===== src/rtl/hazard_scoreboard.sv =====
// Stall/forward controller for the 5-stage pipeline: age-ordered writer scoreboard (E..W)
// plus an MDU busy counter, evaluated against the instruction currently in D.
module hazard_scoreboard #(
    parameter int NSTAGE   = 3,
    parameter int AW       = 5,
    parameter int TW       = 2,
    parameter int MULT_LAT = 5,
    parameter int DIV_LAT  = 10,
    parameter int FW       = 2
) (
    input  logic          clk,
    input  logic          reset,
    input  logic          d_valid,
    input  logic [AW-1:0] d_rs,
    input  logic [AW-1:0] d_rt,
    input  logic [TW-1:0] d_tuse_rs,
    input  logic [TW-1:0] d_tuse_rt,
    input  logic [AW-1:0] d_wa,
    input  logic [TW-1:0] d_tnew,
    input  logic          d_md,
    input  logic          d_div,
    input  logic          d_mhl,
    input  logic          flush,
    output logic          stall,
    output logic [FW-1:0] fwd_rs_sel,
    output logic [FW-1:0] fwd_rt_sel,
    output logic          md_busy
);

    localparam int MCW = $clog2(DIV_LAT + 1);
    localparam logic [TW-1:0] TUSE_NONE = '1;

    logic [NSTAGE-1:0] v_reg;
    logic [AW-1:0]     wa_reg   [NSTAGE];
    logic [TW-1:0]     tnew_reg [NSTAGE];
    logic [MCW-1:0]    md_cnt_reg;

    logic [NSTAGE-1:0] match_rs;
    logic [NSTAGE-1:0] match_rt;

    logic          hit_rs, hit_rt;
    logic [TW-1:0] tnew_rs, tnew_rt;
    logic [FW-1:0] sel_rs, sel_rt;
    logic          stall_rs, stall_rt, stall_md;
    logic          md_issue;

    function automatic logic [TW-1:0] sat_dec(input logic [TW-1:0] t);
        return (t == '0) ? '0 : t - 1'b1;
    endfunction

    genvar gi;
    generate
        for (gi = 0; gi < NSTAGE; gi++) begin : g_match
            assign match_rs[gi] = v_reg[gi] && (wa_reg[gi] == d_rs) && (d_rs != '0);
            assign match_rt[gi] = v_reg[gi] && (wa_reg[gi] == d_rt) && (d_rt != '0);
        end
    endgenerate

    // Scan oldest to youngest so the youngest matching writer is the one left standing.
    always_comb begin
        hit_rs  = 1'b0;
        tnew_rs = '0;
        sel_rs  = '0;
        hit_rt  = 1'b0;
        tnew_rt = '0;
        sel_rt  = '0;
        for (int k = NSTAGE - 1; k >= 0; k--) begin
            if (match_rs[k]) begin
                hit_rs  = 1'b1;
                tnew_rs = tnew_reg[k];
                sel_rs  = FW'(k + 1);
            end
            if (match_rt[k]) begin
                hit_rt  = 1'b1;
                tnew_rt = tnew_reg[k];
                sel_rt  = FW'(k + 1);
            end
        end
    end

    assign stall_rs = (d_tuse_rs != TUSE_NONE) && hit_rs && (tnew_rs > d_tuse_rs);
    assign stall_rt = (d_tuse_rt != TUSE_NONE) && hit_rt && (tnew_rt > d_tuse_rt);
    assign stall_md = d_valid && (d_md || d_mhl) && (md_cnt_reg != '0);
    assign stall    = d_valid && (stall_rs || stall_rt || stall_md);

    assign fwd_rs_sel = (hit_rs && (tnew_rs == '0)) ? sel_rs : '0;
    assign fwd_rt_sel = (hit_rt && (tnew_rt == '0)) ? sel_rt : '0;

    assign md_busy  = (md_cnt_reg != '0);
    assign md_issue = d_valid && d_md && !stall && !flush;

    always_ff @(posedge clk or negedge reset) begin
        if (!reset) begin
            v_reg      <= '0;
            md_cnt_reg <= '0;
            for (int k = 0; k < NSTAGE; k++) begin
                wa_reg[k]   <= '0;
                tnew_reg[k] <= '0;
            end
        end else begin
            // A stalled or flushed D instruction enters E as a bubble.
            v_reg[0]    <= d_valid && !stall && !flush && (d_wa != '0);
            wa_reg[0]   <= d_wa;
            tnew_reg[0] <= d_tnew;
            for (int k = 1; k < NSTAGE; k++) begin
                v_reg[k]    <= v_reg[k-1] && (!flush || (k == NSTAGE - 1));
                wa_reg[k]   <= wa_reg[k-1];
                tnew_reg[k] <= sat_dec(tnew_reg[k-1]);
            end
            // Reload only from idle so the counter can never wrap or be cut short.
            if (md_issue && (md_cnt_reg == '0)) begin
                md_cnt_reg <= d_div ? MCW'(DIV_LAT) : MCW'(MULT_LAT);
            end else if (md_cnt_reg != '0) begin
                md_cnt_reg <= md_cnt_reg - 1'b1;
            end
        end
    end

endmodule


===== config.mk =====
export PLATFORM = sky130hd
export DESIGN_NAME = hazard_scoreboard
export DESIGN_NICKNAME = d
export VERILOG_FILES = /design/src/rtl/hazard_scoreboard.sv
export SDC_FILE = /design/constraint.sdc
export NUM_CORES = 1
export LEC_CHECK = 0
export BUFFER_PORTS_ARGS = -buffer_cell sky130_fd_sc_hd__buf_4
export CAP_MARGIN = 15
export CORE_MARGIN = 2
export CORE_UTILIZATION = 58
export DETAILED_ROUTE_END_ITERATION = 10
export GPL_ROUTABILITY_DRIVEN = 0
export PLACE_DENSITY = 0.84
export SLEW_MARGIN = 20
export SYNTH_ARGS = -nofsm -noshare
export SYNTH_HDL_FRONTEND = slang
export SYNTH_SLANG_ARGS = --single-unit

===== constraint.sdc =====
create_clock -name clk -period 6 [get_ports clk]
set_clock_uncertainty 0.15 [all_clocks]
set_input_delay 0.9 -clock clk [delete_from_list [all_inputs] [get_ports clk]]
set_output_delay 0.9 -clock clk [all_outputs]
set_load 0.05 [all_outputs]

==> results.md, run 1 <==
* Syn Area/Cell at between 10 and 15 µm²
* Sequential cell area at 700.7 µm²
* DR iter-0 viols at 37
* Final hold violation count at 0
* Slowest CP cell: or4_4
* Global-route wire length before repair at a little over 6000 µm
* Crit-path leading delay family: simple AND/OR/NAND/NOR gates
* Layout cell share with drive strength beyond 1 at between 20 and 30%
* Core area at around 2700 µm²
* Largest net degree at the start of global routing at 29
* EDFF count, synth at 0
* Antenna-violating nets left at 0
* Top-area cell type share of the netlist area at 42.55%
* Multi-input gate area at about 900 µm²
* Antenna diodes at 0
* RSZ-0062 raised after global routing: no
* End of the worst register-to-register path: md_cnt_reg[3]
* Relative slew slack at 63.60%
* FF-to-FF Start: wa_reg[8]
* Max-cap viol count at 0
* Critical Path Most Common Cell: buf_4
* Switching power share of the total at 31.22%
* Number of global-route vias before repair at ~1300
* Critical Path Max Stage Delay at ~0.54 ns
* Crit path capture type: primary output
* Final period util at 79.50%
* Clock Sinks at 28
* Synth warn at 0
* Wire length per cell at 16.01 µm
* Setup Fix Bufs, Post-CTS at 0
* Gr ovfl total at 0
* CP startpoint: d_rs[1]
* Fin util at 72.04%
* CTS Buf Count at 3
* Router iterations before antenna repair at 4
* FMAX at 0.2096 GHz
* Actual slew at the worst max-slew pin at between 0.5 and 0.6 ns
* # rows at 19
* Total GRT Usage at between 20 and 25%
* Clock Tree Buf Depth at 2
* Mapped Cells at 151
* Total Wirelength at 3506 µm
* Syn nets at 185
* Worst EP arrival at ~3.7 ns
* Area grow syn2layout at 19.60%
* Hold_buf cts at 0
* Dominant cell type by area after synthesis: dfrtp_1
* Fin cells at ~220
* Initial antenna violation count at 0
* Post-cts resize count at 0
* Die Width at approximately 57 µm
* Combinational share of power at approximately 28%
* Post-synthesis async set-or-reset flop share at 100.0%
* Critical path class: input port to primary output
* R2R cell count at 11
* HP Class: input port to async pin
* Leak at 0.0008564 µW
* Worst setup path endpoint: stall
* Clock period minus worst slack at between 4 and 5 ns
* CP Launch Type: input port
* CTS tree: built
* Critical path peak fanout at 7
* Seq/Total Area, Yosys at a little over two fifths
* Die H at about 57 µm
* Yosys cell types at 38
* Die area at around 3300 µm²
* # IOs at 34
* Max FFs per register at 15
* IO Port Bufs at 33
* Worst path bufs/invs at 3
* Residual DRC at 0
* Crit-path cells: buf_4, or4_4, nor2_4, nor4_4, nand3b_1, a21oi_1, inv_1, ha_1, a221oi_1, o31ai_4, o2111ai_1, and2_1, buf_4
* Filler cell count at between 150 and 200
* Synth Cell Area at around 1600 µm²
* Post-DP HPWL at 2923 µm
* Maximum vdd drop at between 200 and 300 µV
* Post-synth top flop: dfrtp_1
* Clock group share of total power at 20.2%
* Vias/cell at ~5.9
* Switch Pwr at around 140 µW
* Design area at 1969 µm²
* Sequential power share at 51.6%
* Critical Path Stages at 13
* FF+latch count, synth at 28
* Clk Latency, worst-skew pair at ~0.33 ns
* PwrDens at 227.9 nW/µm²
* Int Pwr at ~310 µW
* Vias at ~1300
* Clock root cell: clkbuf_4
* Setup TNS at 0 ns
* Clock transition at path regs at ~0.15 ns
* Worst Path Required at ~5 ns
* Placed cell count at around 220
* Nets@finish at between 200 and 250
* Initial Util at between 60% and 70%
* Worst reg2reg setup slack at about 2.6 ns
* Htree depth at 1
* Slew Viols, Final at 0
* Outcome: completed
* Placed instance area at slightly below 2000 µm²
* Number of setup violations in the final report at 0
* Leading post-synthesis cells by cell area: dfrtp_1, xnor2_1, xor2_1, ha_1, nor4_4
## synth_stat cells, types with 3 or more instances
library cell,instances
nor4_4,3
xor2_1,10
nand4_1,5
nor2b_1,4
nand2_1,8
a21oi_1,6
nor3_1,5
dfrtp_1,28
and2_1,3
xnor2_1,21
o21ai_0,4
ha_1,6
nor2_1,5
inv_1,10
or3_1,3
## worst register-to-register path, cell delays in order, from the launching register on
cell and delay, ns:
dfrtp_1 0.46, xnor2_1 0.17, nand4_1 0.19, nor4_4 0.36, a21oi_1 0.13, a21oi_1 0.27, inv_1 0.09, ha_1 0.28
a221oi_1 0.43, o31ai_4 0.17, and3b_1 0.26, a221o_1 0.35
## worst min-delay path by stage
stage | startpoint | depth (start not counted) | end
after floorplan | v_reg[1] | 0 | v_reg[2]
after global placement | v_reg[1] | 0 | v_reg[2]
after detailed placement | v_reg[1] | 0 | v_reg[2]
after CTS | reset | 1 | v_reg[0]
after global routing | reset | 1 | v_reg[1]
final | reset | 1 | v_reg[0]
## cell type report
| type | count | share of cell area [%] |
|---|---|---|
| multi-input combinational | 113 | 46.12 |
| inverter | 10 | 1.906 |
| timing repair buffer | 33 | 12.58 |
| tap | 31 | 1.970 |
| clock buffer | 4 | 1.842 |
| sequential | 28 | 35.58 |
## power by group through the flow
stage	Sequential (µW)	Combinational, µW	Clock (µW)
final	232	127	90.6
after CTS	231	128	91.7
after global routing	235	139	100
after global placement	234	120	0
after detailed placement	235	127	0
after floorplan	230	86.5	0
## per-layer routing
| layer | track usage (%) | share of wire, % | wire [µm] |
|---|---|---|---|
| met5 | 0 | 0 | 0 |
| met4 | 7.641 | 0.97 | 34 |
| met3 | 3.401 | 3.2 | 113 |
| met2 | 44.01 | 52 | 1819 |
| met1 | 31.29 | 44 | 1538 |
## logic make-up (layout without fill, tap and decap cells)
kind of cell               after synthesis  in the layout  share of synthesized area, %
and+or+nand+nor                         52             52                         23.02
DFF                                     28             28                         42.55
xor gates and xnor gates                31             31                         16.49
AOI/OAI and AO/OA                       24             24                         11.09
buffers and inverters                   10             47                         2.280
adders and majority gates                6              6                         4.559
## cell usage in the layout (no fill, tap or decap), drive strengths merged, types with 2 or more instances in the layout
cell type	synthesis	final
nand3	2	2
buf	0	33
o2111ai	2	2
a31oi	2	2
nand2	8	8
or4	3	3
nand4	5	5
o211ai	2	2
clkbuf	0	4
or3	3	3
nor4	4	4
o21ai	4	4
a21oi	6	6
a211oi	2	2
dfrtp	28	28
nor2b	4	4
nor2	7	7
nor3	5	5
inv	10	10
xnor2	21	21
a221o	2	2
nand3b	2	2
xor2	10	10
ha	6	6
and2	3	3
nand4b	2	2
## through the flow
| step | hold WS, ns | setup WS (ns) | total power, µW |
|---|---|---|---|
| 4_1_cts | 0.3087 | 1.199 | 450.8 |
| 6_report | 0.3002 | 1.230 | 448.9 |
| 3_3_place_gp | 0.2640 | 1.366 | 353.4 |
| 3_5_place_dp | 0.2691 | 1.175 | 361.7 |
| 2_1_floorplan | 0.2234 | 1.472 | 316.2 |
| 5_1_grt | 0.3082 | 1.003 | 474.7 |
(Power assumes the default switching activity.)
==> run 2, diff against run 1 <==
--- a/config.mk
+++ b/config.mk
@@ -8,10 +8,10 @@
 export BUFFER_PORTS_ARGS = -buffer_cell sky130_fd_sc_hd__buf_4
 export CAP_MARGIN = 15
 export CORE_MARGIN = 2
-export CORE_UTILIZATION = 58
+export CORE_UTILIZATION = 54
 export DETAILED_ROUTE_END_ITERATION = 10
 export GPL_ROUTABILITY_DRIVEN = 0
-export PLACE_DENSITY = 0.84
+export PLACE_DENSITY = 0.79
 export SLEW_MARGIN = 20
 export SYNTH_ARGS = -nofsm -noshare
 export SYNTH_HDL_FRONTEND = slang
==> constraint.sdc (replaced) <==
create_clock -name clk -period 4.9 [get_ports clk]
set_clock_uncertainty 0.15 [all_clocks]
set_input_delay 0.735 -clock clk [delete_from_list [all_inputs] [get_ports clk]]
set_output_delay 0.735 -clock clk [all_outputs]
set_load 0.05 [all_outputs]
==> run 2 against run 1 <==
Final cell count up 0.91%. Wire length down 4.2%. Combinational power up 20%. Sequential power up 23%. Largest cell class unchanged. Hold slack worse by 0.16 ns. Via count down 2.7%. Core utilization down 5.3 points. Register-to-register slack worse by 1.0 ns. Flip-flop and latch count unchanged. Cell area up 0.95%.
==> results.md, run 2 (synthesis results as in run 1) <==
* Switch Pwr at 171.4 µW (+22%)
* Actual slew at the worst max-slew pin at 0.5608 ns (+0.01902 ns)
* Wire length per cell at 15.20 µm (-5.1%)
* Pre-CTS setup slack at 0.4839 ns (-0.6910 ns)
* Clock group share of total power at 25.4% (+5.2 points)
* Residual DRC at 0 (unchanged)
* CTS tree: built
* Commonest cells after routing, fill and taps aside: buf_4, dfrtp_1, xnor2_1
* Critical path peak fanout at 4 (-3)
* Max FFs per register at 15 (unchanged)
* Post-DP HPWL at 2784 µm (-4.8%)
* Initial antenna violation count at 0 (unchanged)
* Worst reg2reg setup slack at 1.59 ns (-1.02 ns)
* Die H at 59.22 µm (+3.4%)
* FF-to-FF Start: wa_reg[12]
* Crit path capture type: primary output
* Final period util at 90.42%
* Design area at 1988 µm² (+0.95%)
* Router iterations before antenna repair at 4 (unchanged)
* Met1 WL at 1463 µm (-4.9%)
* Relative slew slack at 62.32% (-1.3 points)
* Initial Util at 55.29% (-4.9 points)
* Clock period minus worst slack at ~4.4 ns
* Global-route wire length before repair at 5844 µm (-5.8%)
* HP Class: input port to async pin
* Final hold violation count at 0 (unchanged)
* Metal2 WL at 1703 µm (-6.4%)
* Setup Fix Bufs, Post-CTS at 0 (unchanged)
* CP Launch Type: input port
* DR iter-0 viols at 36 (-2.7%)
* Most common cell after layout, fill and taps aside: buf_4
* Vias at 1253 (-2.7%)
* Leak at 0.0008633 µW (+0.81%)
* Number of global-route vias before repair at 1266 (-5.7%)
* Outcome: completed
* Nets@finish at 223 (unchanged)
* Hold_buf cts at 0 (unchanged)
* Switching power share of the total at 29.21% (-2.0 points)
* Critical Path Max Stage Delay at 0.53 ns (about the same)
* Worst setup margin at 0.4694 ns (-0.7606 ns)
* Total GRT Usage at 22.45% (-2.3 points)
* Maximum vdd drop at 282.7 µV (+9.0%)
* Fin util at 66.76% (-5.3 points)
* Area grow syn2layout at 20.74%
* CTS Buf Count at 3 (unchanged)
* Clk Latency, worst-skew pair at 0.33 ns (about the same)
* Slew Viols, Final at 0 (unchanged)
* CP startpoint: d_rt[1]
* Sequential power share at 48.5% (-3.1 points)
* Vias/cell at 5.670 (-3.6%)
* Worst Path Required at 4.01 ns (-0.94 ns)
* Clock Sinks at 28 (unchanged)
* Top sig layer: met4
* IO Port Bufs at 33 (unchanged)
* Die area at 3507 µm² (+6.9%)
* RSZ-0062 raised after global routing: no
* Number of setup violations in the final report at 0 (unchanged)
* Antenna-violating nets left at 0 (unchanged)
* Die Width at 59.22 µm (+3.4%)
* Int Pwr at 415.4 µW (+35%)
* Layout cell share with drive strength beyond 1 at 25.00% (unchanged)
* Combinational share of power at 26.1% (-2.1 points)
* Clock Tree Buf Depth at 2 (unchanged)
* # IOs at 34 (unchanged)
* R2R cell count at 11 (unchanged)
* Post-cts resize count at 0 (unchanged)
* Total chip power at 586.7 µW (+31%)
* Worst EP arrival at 3.55 ns (-0.17 ns)
* FMAX at ~0.23 GHz
* Metal3 WL at 140 µm (+24%)
* Critical Path Most Common Cell: buf_4
* Critical path class: input port to primary output
* Largest net degree at the start of global routing at 29 (unchanged)
* Clock transition at path regs at 0.15 ns (about the same)
* End of the worst register-to-register path: md_cnt_reg[3]
* # rows at 20 (+1)
* Setup TNS at 0 ns (unchanged)
* Crit-path cells: buf_4, or4_1, nor2_2, or3_1, nand3_1, a31oi_1, inv_1, ha_1, a221o_1, o21bai_1, o2111ai_1, and2_1, buf_4
* PwrDens at 295.1 nW/µm² (+29%)
* Worst setup path endpoint: stall
* Htree depth at 1 (unchanged)
* Clock root cell: clkbuf_4
* Gr ovfl total at 0 (unchanged)
* Core area at 2978 µm² (+8.9%)
* Total Wirelength at 3359 µm (-4.2%)
* Antenna diodes at 0 (unchanged)
* Placed instance area at 1936 µm² (+0.13%)
* Slowest CP cell: or4_1
* Max-cap viol count at 0 (unchanged)
## run 2: power groups by stage
| stage | sequential [µW] | combinational, µW | clock (µW) |
|---|---|---|---|
| after CTS | 285 | 155 | 156 |
| after floorplan | 281 | 106 | 0 |
| after detailed placement | 289 | 155 | 0 |
| after global routing | 289 | 172 | 165 |
| after global placement | 287 | 147 | 0 |
| final | 285 | 153 | 149 |
## run 2: worst min-delay path by stage
| stage | start | to | slack (ns) | depth (start not counted) |
|---|---|---|---|---|
| finish | reset | wa_reg[12] | 0.14 | 1 |
| global route | reset | wa_reg[12] | 0.12 | 1 |
| CTS | reset | wa_reg[12] | 0.14 | 1 |
| detailed placement | v_reg[1] | v_reg[2] | 0.28 | 0 |
| global placement | v_reg[1] | v_reg[2] | 0.27 | 0 |
| floorplan | v_reg[1] | v_reg[2] | 0.22 | 0 |
## run 2: per-stage QoR
step	hold slack, ns	std cells
floorplan	0.2234	151
global placement	0.2729	217
detailed placement	0.2817	217
CTS	0.1372	221
global route	0.1228	221
finish	0.1410	221
## run 2: worst max-delay path: cells and delay by family
family                     cells  cell delay (ns)
buffers and inverters          3             0.40
AOI/OAI and AO/OA              4             0.99
and+or+nand+nor                5             1.13
adders and majority gates      1             0.28
## run 2: area by class of cell
| class | instances | area [µm²] |
|---|---|---|
| Fill cell | 236 | 989.7 |
| Inverter | 10 | 37.54 |
| Timing Repair Buffer | 33 | 247.7 |
| Sequential cell | 28 | 700.7 |
| Clock inverter | 1 | 30.03 |
| Clock buffer | 3 | 22.52 |
| Multi-Input combinational cell | 113 | 908.4 |
| Tap cell | 33 | 41.29 |
## run 2: metal layers
| metal | vias up | global-route usage, % |
|---|---|---|
| li1 | 615 | - |
| met1 | 599 | 28.79 |
| met2 | 33 | 38.46 |
| met3 | 6 | 2.838 |
| met4 | 0 | 8.442 |
| met5 | - | 0 |
==> run 3, diff against run 2 <==
--- a/config.mk
+++ b/config.mk
@@ -11,6 +11,7 @@
 export CORE_UTILIZATION = 54
 export DETAILED_ROUTE_END_ITERATION = 10
 export GPL_ROUTABILITY_DRIVEN = 0
+export MAX_ROUTING_LAYER = met4
 export PLACE_DENSITY = 0.79
 export SLEW_MARGIN = 20
 export SYNTH_ARGS = -nofsm -noshare
==> run 3 against run 2 <==
Global-route usage rose by 0.62 points. Sequential power barely moved. Sequential share of layout area unchanged. Flip-flop and latch count is the same. Hold slack worse by 0.0011 ns. Die area unchanged. Critical path depth unchanged.
==> results.md, run 3 (synthesis results as in run 1) <==
* Critical path class: input port to primary output
* Multi-input gate area at 908.4 µm² (unchanged)
* Antenna diodes at 0 (unchanged)
* Actual slew at the worst max-slew pin at 0.5777 ns (+0.01682 ns)
* Die H at 59.22 µm (unchanged)
* # rows at 20 (unchanged)
* IO Port Bufs at 33 (unchanged)
* Number of setup violations in the final report at 0 (unchanged)
* Commonest cells after routing, fill and taps aside: buf_4, dfrtp_1, xnor2_1
* Antenna-violating nets left at 0 (unchanged)
* DR iter-0 viols at 37 (+2.8%)
* FF-to-FF Start: wa_reg[12]
* HP Class: input port to async pin
* Initial antenna violation count at 0 (unchanged)
* Vias/cell at 5.679 (+0.16%)
* # IOs at 34 (unchanged)
* Pre-CTS setup slack at 0.4839 ns (unchanged)
* Hold WS at 0.1398 ns (-0.001136 ns)
* Crit-path cells: buf_4, or4_1, nor2_2, or3_1, nand3_1, a31oi_1, inv_1, ha_1, a221o_1, o21bai_1, o2111ai_1, and2_1, buf_4
* Sequential cell area at 700.7 µm² (unchanged)
* Critical path peak fanout at 4 (unchanged)
* Htree depth at 1 (unchanged)
* PwrDens at 295.4 nW/µm² (about the same)
* End of the worst register-to-register path: md_cnt_reg[3]
* Gr ovfl total at 0 (unchanged)
* Core area at 2978 µm² (unchanged)
* Worst EP arrival at 3.55 ns (about the same)
* Slowest CP cell: or4_1
* Die Width at 59.22 µm (unchanged)
* Final hold violation count at 0 (unchanged)
* Router iterations before antenna repair at 5 (+1)
* Crit-path leading delay family: simple AND/OR/NAND/NOR gates
* RSZ-0062 raised after global routing: no
* Max-cap viol count at 0 (unchanged)
* Total Wirelength at 3385 µm (+0.77%)
* Worst path bufs/invs at 3 (unchanged)
* Initial Util at 55.29% (unchanged)
* Clk Latency, worst-skew pair at 0.33 ns (about the same)
* Clock period minus worst slack at 4.431 ns (+0.00002600 ns)
* Clock root cell: clkbuf_4
* Hold_buf cts at 0 (unchanged)
* R2R cell count at 11 (unchanged)
* CTS tree: built
* Residual DRC at 0 (unchanged)
* Vias at 1255 (+0.16%)
* Nets@finish at 223 (unchanged)
* Max FFs per register at 15 (unchanged)
* Clock Tree Buf Depth at 2 (unchanged)
* Global-route wire length before repair at 5830 µm (-0.24%)
* Design area at 1988 µm² (unchanged)
* FMAX at 0.2257 GHz (about the same)
* Critical Path Most Common Cell: buf_4
* Setup TNS at 0 ns (unchanged)
* Clock Sinks at 28 (unchanged)
* Relative slew slack at 61.19% (-1.1 points)
* Filler cell count at 236 (unchanged)
* Post-DP HPWL at 2784 µm (unchanged)
* Largest net degree at the start of global routing at 29 (unchanged)
* CP Launch Type: input port
* Critical Path Max Stage Delay at 0.53 ns (about the same)
* Leak at 0.0008633 µW (unchanged)
* Clock transition at path regs at 0.15 ns (about the same)
* Most common cell after layout, fill and taps aside: buf_4
* Die area at 3507 µm² (unchanged)
* Layout cell share with drive strength beyond 1 at 25.00% (unchanged)
* Post-cts resize count at 0 (unchanged)
* Final period util at 90.42% (about the same)
* Maximum vdd drop at 282.8 µV (about the same)
* Slew Viols, Final at 0 (unchanged)
* Worst setup margin at 0.4694 ns (-0.00002600 ns)
* Total GRT Usage at 23.07% (+0.62 points)
* Outcome: completed
* Area grow syn2layout at 20.74% (unchanged)
* Crit path capture type: primary output
* Wire length per cell at 15.32 µm (+0.77%)
* Worst Path Required at 4.01 ns (about the same)
* Number of global-route vias before repair at 1264 (-0.16%)
* Setup Fix Bufs, Post-CTS at 0 (unchanged)
* Placed instance area at 1936 µm² (unchanged)
* Worst reg2reg setup slack at 1.55 ns (-0.04 ns)
* CTS Buf Count at 3 (unchanged)
==> run 3: cell counts in the layout (fill, tap and decap cells not counted) <==
No cell type changed its count.
==> run 3: routing by layer <==
metal,share of wire [%],vias to the layer above,routed length (µm),GRT usage [%]
met5,0,-,0,-
met4,1.5,0,51,8.442
met3,4.8,6,164,2.838
met2,50,38,1702,38.46
met1,43,596,1466,28.65
li1,-,615,-,-
==> run 3: power breakdown <==
group          total, µW  internal (µW)  switching [µW]
sequential           285            259            25.4
combinational        153           73.3            80.0
clock                149           82.8            66.6
total                587            415             172
==> run 3: final cells by class <==
| type | count | share of cell area, % |
|---|---|---|
| well taps | 33 | 2.077 |
| clock inverters | 1 | 1.510 |
| clock buffers | 3 | 1.133 |
| inverters | 10 | 1.888 |
| flip-flops and latches | 28 | 35.24 |
| multi-input cells | 113 | 45.69 |
| repair buffers | 33 | 12.46 |
==> run 3: worst max-delay path by stage <==
stage / endpoint / cells past startpoint / from / slack, ns
finish: stall / 13 / d_rt[1] / 0.47
global route: stall / 13 / d_rt[1] / 0.14
detailed placement: stall / 13 / d_rs[1] / 0.48
global placement: stall / 13 / d_rt[1] / 0.59
CTS: stall / 13 / d_rt[1] / 0.49
floorplan: stall / 11 / d_rt[1] / 0.70
==> run 3: worst reg2reg max path, delay by kind of cell (launching register included) <==
family | cells | cell delay [ns]
buffers and inverters | 1 | 0.08
AOI/OAI and AO/OA | 5 | 1.28
and+or+nand+nor | 3 | 0.84
DFF | 1 | 0.47
xor gates and xnor gates | 1 | 0.17
adders and majority gates | 1 | 0.27
==> run 3: metrics by stage <==
| step | std cells | utilization, % | power (µW) |
|---|---|---|---|
| 2_1_floorplan | 151 | - | 387.2 |
| 3_3_place_gp | 217 | 65.00 | 433.5 |
| 3_5_place_dp | 217 | 65.00 | 443.6 |
| 4_1_cts | 221 | 66.76 | 595.1 |
| 5_1_grt | 221 | 66.76 | 625.9 |
| 6_report | 221 | 66.76 | 587.3 |
